## src/rtl/ex_muldiv_iter.sv

```systemverilog
// Iterative multiply/divide engine owning HI/LO; STEP bits retired per CALC cycle.
// Optional MULT early exit when MD_EARLY_OUT_EN is defined.
module ex_muldiv_iter #(
    parameter int unsigned WIDTH = 32,
    parameter int unsigned STEP  = 1
) (
    input  logic             clk,
    input  logic             rst,
    input  logic             start,
    input  logic [2:0]       func,
    input  logic             is_sign,
    input  logic [WIDTH-1:0] a,
    input  logic [WIDTH-1:0] b,
    input  logic             cancel,
    output logic             busy,
    output logic             done,
    output logic             dz,
    output logic [WIDTH-1:0] hi,
    output logic [WIDTH-1:0] lo
);

    localparam int unsigned N  = WIDTH / STEP;
    localparam int unsigned CW = $clog2(N + 1);
    localparam int unsigned W2 = 2 * WIDTH;

    localparam logic [2:0] FnMult = 3'b001;
    localparam logic [2:0] FnDiv  = 3'b010;
    localparam logic [2:0] FnMthi = 3'b011;
    localparam logic [2:0] FnMtlo = 3'b100;

    typedef enum logic [1:0] {StIdle, StCalc, StFix} state_e;

    state_e            state_q, state_d;
    logic [CW-1:0]     cnt_q, cnt_d;
    logic              div_q, div_d;
    logic              neg_q, neg_d;
    logic              neg_rem_q, neg_rem_d;
    logic              dz_q, dz_d;
    logic [W2-1:0]     acc_q, acc_d;
    logic [W2-1:0]     mcand_q, mcand_d;
    logic [WIDTH-1:0]  opb_q, opb_d;
    logic [WIDTH-1:0]  hi_q, hi_d;
    logic [WIDTH-1:0]  lo_q, lo_d;
    logic              done_q, done_d;
    logic              dz_out_q, dz_out_d;

    logic              a_neg, b_neg;
    logic [WIDTH-1:0]  abs_a, abs_b;
    logic [WIDTH-1:0]  rem_t, quo_t;
    logic [WIDTH:0]    sh;
    logic [W2-1:0]     res;

    assign a_neg = is_sign & a[WIDTH-1];
    assign b_neg = is_sign & b[WIDTH-1];
    assign abs_a = a_neg ? ('0 - a) : a;
    assign abs_b = b_neg ? ('0 - b) : b;

    always_comb begin
        state_d   = state_q;
        cnt_d     = cnt_q;
        div_d     = div_q;
        neg_d     = neg_q;
        neg_rem_d = neg_rem_q;
        dz_d      = dz_q;
        acc_d     = acc_q;
        mcand_d   = mcand_q;
        opb_d     = opb_q;
        hi_d      = hi_q;
        lo_d      = lo_q;
        done_d    = 1'b0;
        dz_out_d  = 1'b0;
        rem_t     = acc_q[W2-1:WIDTH];
        quo_t     = acc_q[WIDTH-1:0];
        sh        = '0;
        res       = '0;

        unique case (state_q)
            StIdle: begin
                if (start && !cancel) begin
                    case (func)
                        FnMult, FnDiv: begin
                            state_d   = StCalc;
                            cnt_d     = '0;
                            div_d     = (func == FnDiv);
                            neg_d     = a_neg ^ b_neg;
                            neg_rem_d = a_neg;
                            dz_d      = (func == FnDiv) && (b == '0);
                            opb_d     = abs_b;
                            if (func == FnDiv) begin
                                acc_d   = {{WIDTH{1'b0}}, abs_a};
                                mcand_d = '0;
                            end else begin
                                acc_d   = '0;
                                mcand_d = {{WIDTH{1'b0}}, abs_a};
                            end
                        end
                        FnMthi:  hi_d = a;
                        FnMtlo:  lo_d = a;
                        default: ;
                    endcase
                end
            end
            StCalc: begin
                if (cancel) begin
                    state_d = StIdle;
                end else begin
                    if (div_q) begin
                        // Restoring division on {remainder, dividend/quotient}
                        for (int i = 0; i < STEP; i++) begin
                            sh    = {rem_t, quo_t[WIDTH-1]};
                            quo_t = {quo_t[WIDTH-2:0], 1'b0};
                            if (sh >= {1'b0, opb_q}) begin
                                sh       = sh - {1'b0, opb_q};
                                quo_t[0] = 1'b1;
                            end
                            rem_t = sh[WIDTH-1:0];
                        end
                        acc_d = {rem_t, quo_t};
                    end else begin
                        for (int i = 0; i < STEP; i++) begin
                            if (opb_q[i]) acc_d = acc_d + (mcand_q << i);
                        end
                        mcand_d = mcand_q << STEP;
                        opb_d   = opb_q >> STEP;
                    end
                    cnt_d = cnt_q + CW'(1);
`ifdef MD_EARLY_OUT_EN
                    if ((cnt_q == CW'(N - 1)) || (!div_q && (opb_d == '0))) state_d = StFix;
`else
                    if (cnt_q == CW'(N - 1)) state_d = StFix;
`endif
                end
            end
            StFix: begin
                state_d = StIdle;
                if (!cancel) begin
                    done_d   = 1'b1;
                    dz_out_d = dz_q;
                    if (div_q) begin
                        lo_d = dz_q ? '1 : (neg_q ? ('0 - quo_t) : quo_t);
                        hi_d = neg_rem_q ? ('0 - rem_t) : rem_t;
                    end else begin
                        res  = neg_q ? ('0 - acc_q) : acc_q;
                        hi_d = res[W2-1:WIDTH];
                        lo_d = res[WIDTH-1:0];
                    end
                end
            end
            default: state_d = StIdle;
        endcase
    end

    always_ff @(posedge clk or negedge rst) begin
        if (!rst) begin
            state_q   <= StIdle;
            cnt_q     <= '0;
            div_q     <= 1'b0;
            neg_q     <= 1'b0;
            neg_rem_q <= 1'b0;
            dz_q      <= 1'b0;
            acc_q     <= '0;
            mcand_q   <= '0;
            opb_q     <= '0;
            hi_q      <= '0;
            lo_q      <= '0;
            done_q    <= 1'b0;
            dz_out_q  <= 1'b0;
        end else begin
            state_q   <= state_d;
            cnt_q     <= cnt_d;
            div_q     <= div_d;
            neg_q     <= neg_d;
            neg_rem_q <= neg_rem_d;
            dz_q      <= dz_d;
            acc_q     <= acc_d;
            mcand_q   <= mcand_d;
            opb_q     <= opb_d;
            hi_q      <= hi_d;
            lo_q      <= lo_d;
            done_q    <= done_d;
            dz_out_q  <= dz_out_d;
        end
    end

    assign busy = (state_q != StIdle);
    assign done = done_q;
    assign dz   = dz_out_q;
    assign hi   = hi_q;
    assign lo   = lo_q;

endmodule

```

## config.mk

```make
export PLATFORM = sky130hd
export DESIGN_NAME = ex_muldiv_iter
export DESIGN_NICKNAME = d
export VERILOG_FILES = /design/src/rtl/ex_muldiv_iter.sv
export SDC_FILE = /design/constraint.sdc
export NUM_CORES = 1
export LEC_CHECK = 0
export BUFFER_PORTS_ARGS = -buffer_cell sky130_fd_sc_hd__clkbuf_2
export CORE_ASPECT_RATIO = 1.75
export CORE_MARGIN = 3
export CORE_UTILIZATION = 57
export CTS_CLUSTER_SIZE = 28
export DETAILED_ROUTE_END_ITERATION = 10
export HOLD_SLACK_MARGIN = 0.15
export PLACE_DENSITY = 0.85
export SYNTH_ARGS = -nofsm -noshare
export SYNTH_HDL_FRONTEND = slang
export SYNTH_SLANG_ARGS = --single-unit
```

## constraint.sdc

```tcl
create_clock -name clk -period 7 [get_ports clk]
set_input_delay 1.4 -clock clk [delete_from_list [all_inputs] [get_ports clk]]
set_output_delay 1.4 -clock clk [all_outputs]
set_load 0.1 [all_outputs]
```

==> impl_metrics.yaml, run 1 <==
finish:
  layout.cells.most_common_list: "361 x sky130_fd_sc_hd__nand2_1, 258 x sky130_fd_sc_hd__o21ai_0, 238 x sky130_fd_sc_hd__dfrtp_1, 225 x sky130_fd_sc_hd__a21oi_1, 207 x sky130_fd_sc_hd__nor2_1"
  layout.cells.non_filler: 2994
  final_core_utilization_pct: 63.4
  nets: 2699
  final_design_area_no_fill_sq_um: 21000
  drive_above_1_share_pct: 9.72
  areaGrowthSynthToFinish_pct: 9.33
  most_common_cell_after_layout_fill_and_taps_aside: "sky130_fd_sc_hd__nand2_1"
global_routing:
  groute.usage.overall_pct: 41.3
  largest_net_degree_at_the_start_of_global_routing: 123
  first_pass_grt_wire_length_um: 114000
  first_global_vias: 19819
  antenna_violations_before_repair: 5
  grt_overflow: 0
yosys:
  syn_inst: 2492
  async_flop_share_pct: 100
  synth_top_area_cell: "sky130_fd_sc_hd__dfrtp_1"
  cell_area_after_technology_mapping_sq_um: 19200
  synth_sequential_area_ratio_pct: 31.0
  synth_area_leaders: "sky130_fd_sc_hd__dfrtp_1 31%, sky130_fd_sc_hd__nand2_1 7.1%, sky130_fd_sc_hd__o21ai_0 6.7%, sky130_fd_sc_hd__ha_1 6.5%, sky130_fd_sc_hd__a21oi_1 5.9%"
  synth_area_per_inst_sq_um: 7.71
  synth_top_area_share_pct: 31.0
  syn_nets: 2666
  post_synth_num_cell_types: 75
  synth-seq-cells: 238
  synth-edff-count: 0
  synthFlopType: "sky130_fd_sc_hd__dfrtp_1"
  yosys_warnings: 0
power_and_ir_drop:
  irDropWorstVdd_v: 0.000348
  fin_total_pwr_mw: 6.84
  intPower_mw: 3.41
  sw_frac_of_total_pct: 50.2
  pwr-share-comb_pct: 49.5
  total_leakage_power_nw: 9.48
  netsw_mw: 3.43
  power.share.sequential_pct: 29.5
  power.density_nw_per_um2: 326
  p_clk_share_pct: 21.0
timing:
  timing_worst_slew_pin_value_ns: 1.38
  clock_skew_ns: 0.0152
  grt_setup_unrepaired: "false"
  setup_violations: 0
  drv_slew: 0
  fin_ws_ns: 2.58
  min_period_over_period_pct: 63.1
  final_period_minus_worst_setup_slack_ns: 4.42
  timing.final.hold_violations: 0
  fmaxAchievable_mhz: 226
  whs_ns: 0.477
  setup_total_negative_slack_ns: 0
  maxSlewHeadroom_pct: 7.60
cts:
  clock_tree_from_tritoncts: "yes"
  postCtsSetupRepairBufs: 0
  ctsHtreeMaxLevel: 1
  clock_tree.root_cell: "sky130_fd_sc_hd__clkbuf_16"
  cts.sink_count: 238
  post_cts_hold_buffer_count: 0
  clock_path_buffers: 3
  clk_latency_ns: 0.57
  post_cts_sizing: 0
  clkTransAtPathRegs_ns: 0.07
  cts-buffers-inserted: 26
job:
  drv_cap: 0
placed_design:
  hpwl_um: 56600
  numPortBuffers: 138
  placed_cell_area_sq_um: 20100
  dpl.cell_count: 2947
  gpl.final_weighted_congestion: 1.06
  dpl_worst_slack_ns: 2.49
route:
  routedWlPerCell_um: 25.2
  drt_drc_violations_left: 0
  initialDrtViolationCount: 1771
  antenna_left: 0
  postRouteWirelength_um: 75600
  drt-pass1-iter-count: 7
  dr_total_vias: 19997
  routed_via_density: 6.68
worst_setup_path:
  critPathKind: "in -> reg"
  startpoint_type: "input pin"
  critical_path_arrival_ns: 4.85
  required_ns: 7.43
  setup.worst_path.end_class: "register"
  critical_path_peak_fanout: 7
floorplan:
  boundaryPins: 139
  core_region_area_sq_um: 33100
  initial_utilization_pct: 58.0
  floorplan.rows: 88
  die_area_sq_um: 36000
  chipHeight_um: 249
  die_width_um: 145
outcome:
  status: "finished, final reports clean"
hold_path:
  worstHoldPathType: "reg -> reg"
-- metal layers --
layer	track usage, %	vias up	wire length (um)
met1	39.6	9443	23700
met2	67.7	1044	36100
met5	0	-	41
met3	11.6	472	6030
li1	-	9032	-
met4	40.9	6	9720
-- worst paths after layout --
| path | from | endpoint | slack, ns | depth (start not counted) |
|---|---|---|---|---|
| min in group asynchronous | rst | lo[0] | 0.91 | 1 |
| worst max-delay path | a[0] | mcand_q[30] | 2.58 | 12 |
| worst max register to register | acc_q[57] | acc_q[35] | 2.67 | 12 |
| worst min register to register | hi[1] | hi[1] | 0.48 | 2 |
| max in group asynchronous | rst | mcand_q[40] | 4.87 | 2 |
| worst min-delay path | hi[1] | hi[1] | 0.48 | 2 |
-- Yosys cell counts, types with 6 or more instances --
cell                       number
sky130_fd_sc_hd__nand3_1       62
sky130_fd_sc_hd__or4_1         10
sky130_fd_sc_hd__a31oi_1       18
sky130_fd_sc_hd__mux2i_1       29
sky130_fd_sc_hd__o31ai_1       32
sky130_fd_sc_hd__and2_1        12
sky130_fd_sc_hd__xnor2_1      126
sky130_fd_sc_hd__a21oi_1      227
sky130_fd_sc_hd__or2_2         11
sky130_fd_sc_hd__ha_1         100
sky130_fd_sc_hd__clkbuf_1     135
sky130_fd_sc_hd__nor3_1        39
sky130_fd_sc_hd__o22ai_1       46
sky130_fd_sc_hd__nand2b_1      18
sky130_fd_sc_hd__inv_1         85
sky130_fd_sc_hd__nor4_1        18
sky130_fd_sc_hd__a22oi_1       13
sky130_fd_sc_hd__a21o_1        39
sky130_fd_sc_hd__nand4_1       35
sky130_fd_sc_hd__o41ai_1       13
sky130_fd_sc_hd__o211ai_1      35
sky130_fd_sc_hd__a221oi_1      23
sky130_fd_sc_hd__xor2_1        79
sky130_fd_sc_hd__o21bai_1      22
sky130_fd_sc_hd__or3_1         16
sky130_fd_sc_hd__a211oi_1      25
sky130_fd_sc_hd__nor2_1       208
sky130_fd_sc_hd__dfrtp_1      238
sky130_fd_sc_hd__o21ai_1        6
sky130_fd_sc_hd__o21a_1        11
sky130_fd_sc_hd__nand2_1      361
sky130_fd_sc_hd__nor2b_1       11
sky130_fd_sc_hd__a22o_1         8
sky130_fd_sc_hd__o221ai_1      17
sky130_fd_sc_hd__buf_1         17
sky130_fd_sc_hd__and3_1        12
sky130_fd_sc_hd__nor3b_1        9
sky130_fd_sc_hd__o21ai_0      258
-- logic make-up (layout without fill, tap and decap cells) --
family | count (synthesis) | after routing | share of synthesized area (%)
adder cells (fa/ha/maj) | 102 | 102 | 6.72
AO/OA/AOI/OAI | 831 | 831 | 26.7
AND/OR/NAND/NOR | 844 | 844 | 19.9
flip-flops | 238 | 238 | 31.0
multiplexers | 30 | 30 | 1.57
other | 0 | 3 | 0
XOR/XNOR | 205 | 205 | 9.35
buffers and inverters | 242 | 291 | 4.80
-- worst max-delay path: stages --
cell	delay [ns]
sky130_fd_sc_hd__clkbuf_2	0.13
sky130_fd_sc_hd__inv_1	0.11
sky130_fd_sc_hd__ha_1	0.17
sky130_fd_sc_hd__nor3b_1	0.47
sky130_fd_sc_hd__nand2_1	0.17
sky130_fd_sc_hd__nor3_1	0.77
sky130_fd_sc_hd__nand2_1	0.20
sky130_fd_sc_hd__o21ai_0	0.24
sky130_fd_sc_hd__xor2_1	0.81
sky130_fd_sc_hd__nor2_1	0.12
sky130_fd_sc_hd__a21oi_1	0.16
sky130_fd_sc_hd__o21ai_0	0.09
-- power by group through the flow --
stage	Clock, mW	Combinational (mW)	Sequential, mW
2_1_floorplan	0	1.67	2.74
3_3_place_gp	0	3.25	2.01
3_5_place_dp	0	3.30	2.03
4_1_cts	1.43	3.31	2.01
5_1_grt	1.49	3.62	2.05
6_report	1.44	3.39	2.02
-- sequential cells by signal, summed over array words and instances (netlist names) --
register / cells
acc_q: 64
div_q: 1
state_q: 2
hi: 32
neg_q: 1
done: 1
mcand_q: 64
lo: 32
opb_q: 32
cnt_q: 6
dz: 1
dz_q: 1
neg_rem_q: 1
-- final cells by class --
| class | instances | area (sq um) |
|---|---|---|
| fill | 2974 | 12100 |
| multi-input combinational | 2012 | 12400 |
| sequential | 238 | 5960 |
| timing repair buffer | 161 | 886 |
| tap | 450 | 563 |
| clock inverter | 13 | 131 |
| inverter | 86 | 323 |
| clock buffer | 31 | 721 |
| antenna | 3 | 7.51 |
No activity file was read; power rests on OpenSTA's default activity.
==> run 2, diff against run 1 <==
Settings changed: CORE_UTILIZATION 57 to 56, PLACE_DENSITY 0.85 to 0.87.
Clock period 7 ns to 3.69 ns, I/O delays scaled along.
==> run 2 against run 1 <==
Worst hold slack worse by 0.25 ns. Cell area increased by 6.1%. Wire length up 2.2%. Power grew 96%. Non-clock buffer count rose by 147. First-iteration DRC count grew 3.8%. Cell count up 5.1%. Utilization up 2.7 points. Count of clock-buffer cells in the layout grew 1. Critical path depth grew 1. Clock power up 97%. Via count grew 3.2%. Largest power group unchanged.
==> impl_metrics.yaml, run 2 (synthesized netlist as in run 1, its figures left out) <==
power_and_ir_drop:
  fin_total_pwr_mw: 13.4
  intPower_mw: 6.84
  irDropWorstVdd_v: 0.000738
  total_leakage_power_nw: 10.3
  power.density_nw_per_um2: 602
  pwr-share-comb_pct: 51.3
  power.share.sequential_pct: 27.6
  netsw_mw: 6.59
  p_clk_share_pct: 21.1
  sw_frac_of_total_pct: 49.0
finish:
  drive_above_1_share_pct: 14.9
  final_design_area_no_fill_sq_um: 22300
  nFillCells: 2941
  layout.cells.non_filler: 3146
  areaGrowthSynthToFinish_pct: 16.1
  layout.cells.most_common_list: "361 x sky130_fd_sc_hd__nand2_1, 257 x sky130_fd_sc_hd__o21ai_0, 238 x sky130_fd_sc_hd__dfrtp_1, 223 x sky130_fd_sc_hd__a21oi_1, 208 x sky130_fd_sc_hd__nor2_1"
  top_regs: "acc_q: 64 flops, mcand_q: 64 flops"
  most_common_cell_after_layout_fill_and_taps_aside: "sky130_fd_sc_hd__nand2_1"
  nets: 2846
  final_core_utilization_pct: 66.1
global_routing:
  largest_net_degree_at_the_start_of_global_routing: 98
  antenna_violations_before_repair: 1
  first_pass_grt_wire_length_um: 117000
  grt_overflow: 0
  first_global_vias: 20505
  groute.usage.overall_pct: 40.9
route:
  dr_total_vias: 20632
  initialDrtViolationCount: 1838
  postRouteWirelength_um: 77200
  drt_drc_violations_left: 0
  drt-pass1-iter-count: 8
  routedWlPerCell_um: 24.5
  routed_via_density: 6.56
  antenna_left: 0
floorplan:
  initial_utilization_pct: 56.9
  die_width_um: 146
  die_area_sq_um: 36700
  floorplan.rows: 89
  chipHeight_um: 251
  boundaryPins: 139
  core_region_area_sq_um: 33700
timing:
  final_period_minus_worst_setup_slack_ns: 3.63
  min_period_over_period_pct: 98.3
  drv_slew: 0
  timing_worst_slew_pin_value_ns: 1.16
  timing.final.hold_violations: 0
  fin_ws_ns: 0.0644
  setup_violations: 0
  grt_setup_unrepaired: "false"
  clock_skew_ns: 0.0242
  whs_ns: 0.229
  fmaxAchievable_mhz: 276
  maxSlewHeadroom_pct: 22.9
  setup_total_negative_slack_ns: 0
worst_setup_path:
  r2r_cells: 13
  setup.worst_path.end_class: "register"
  startpoint_type: "register"
  critical_path_peak_fanout: 9
  critPathKind: "reg -> reg"
  critical_path_arrival_ns: 4.05
  required_ns: 4.12
cts:
  clk_latency_ns: 0.58
  clock_path_buffers: 3
  cts-buffers-inserted: 26
  ctsHtreeMaxLevel: 1
  cts.sink_count: 238
  clock_tree.root_cell: "sky130_fd_sc_hd__clkbuf_16"
  clock_tree_from_tritoncts: "yes"
  clkTransAtPathRegs_ns: 0.06
  post_cts_hold_buffer_count: 0
placed_design:
  numPortBuffers: 138
  placed_cell_area_sq_um: 21300
  hpwl_um: 59200
  gpl.final_weighted_congestion: 1.10
  dpl_worst_slack_ns: 0.0431
  dpl.cell_count: 3096
job:
  drv_cap: 0
hold_path:
  worstHoldPathType: "in -> async"
outcome:
  status: "finished, final reports clean"
[run 2: path summary, 6_finish.rpt]
path | end | slack [ns] | from
max | acc_q[38] | 0.06 | acc_q[37]
min | mcand_q[7] | 0.23 | rst
max reg2reg | acc_q[38] | 0.06 | acc_q[37]
min reg2reg | lo[21] | 0.48 | lo[21]
max in group asynchronous | hi[31] | 2.52 | rst
min in group clk | lo[21] | 0.48 | lo[21]
[run 2: power groups by stage]
stage          Clock (mW)  Sequential, mW  Combinational, mW
3_5_place_dp            0            3.73               6.67
6_report             2.83            3.71               6.89
4_1_cts              2.84            3.69               6.70
5_1_grt              2.94            3.76               7.31
2_1_floorplan           0            5.20               3.18
3_3_place_gp            0            3.71               6.56
[run 2: timing repair]
item                                    CTS  global route
gates resized for setup                   0            14
setup buffers                             0             3
endpoints found under the setup margin    0            14
[run 2: area by class of cell]
| type | instances | area, sq um | share of cell area, % |
|---|---|---|---|
| Inverter | 86 | 323 | 1.45 |
| Timing Repair Buffer | 308 | 2050 | 9.20 |
| Clock buffer | 32 | 703 | 3.15 |
| Clock inverter | 14 | 193 | 0.864 |
| Multi-Input combinational cell | 2012 | 12500 | 56.1 |
| Sequential cell | 238 | 5960 | 26.7 |
| Antenna cell | 1 | 2.50 | 0.0112 |
| Tap cell | 455 | 569 | 2.55 |
[run 2: metal layers]
metal | global-route usage, % | part of all wire, %
met1 | 40.4 | 32
met4 | 38.4 | 12
met3 | 7.03 | 7.0
met2 | 71.9 | 49
met5 | 0 | 0.010
[run 2: critical path: stages, from the launching register on]
cell,delay (ns)
sky130_fd_sc_hd__dfrtp_1,0.45
sky130_fd_sc_hd__ha_1,0.44
sky130_fd_sc_hd__a211oi_1,0.31
sky130_fd_sc_hd__nor2_1,0.11
sky130_fd_sc_hd__o41ai_1,0.53
sky130_fd_sc_hd__buf_4,0.22
sky130_fd_sc_hd__nand3_1,0.08
sky130_fd_sc_hd__buf_4,0.20
sky130_fd_sc_hd__nand4_1,0.22
sky130_fd_sc_hd__a21oi_4,0.18
sky130_fd_sc_hd__buf_4,0.22
sky130_fd_sc_hd__mux2i_1,0.15
sky130_fd_sc_hd__nor2_1,0.06
sky130_fd_sc_hd__a221o_1,0.33
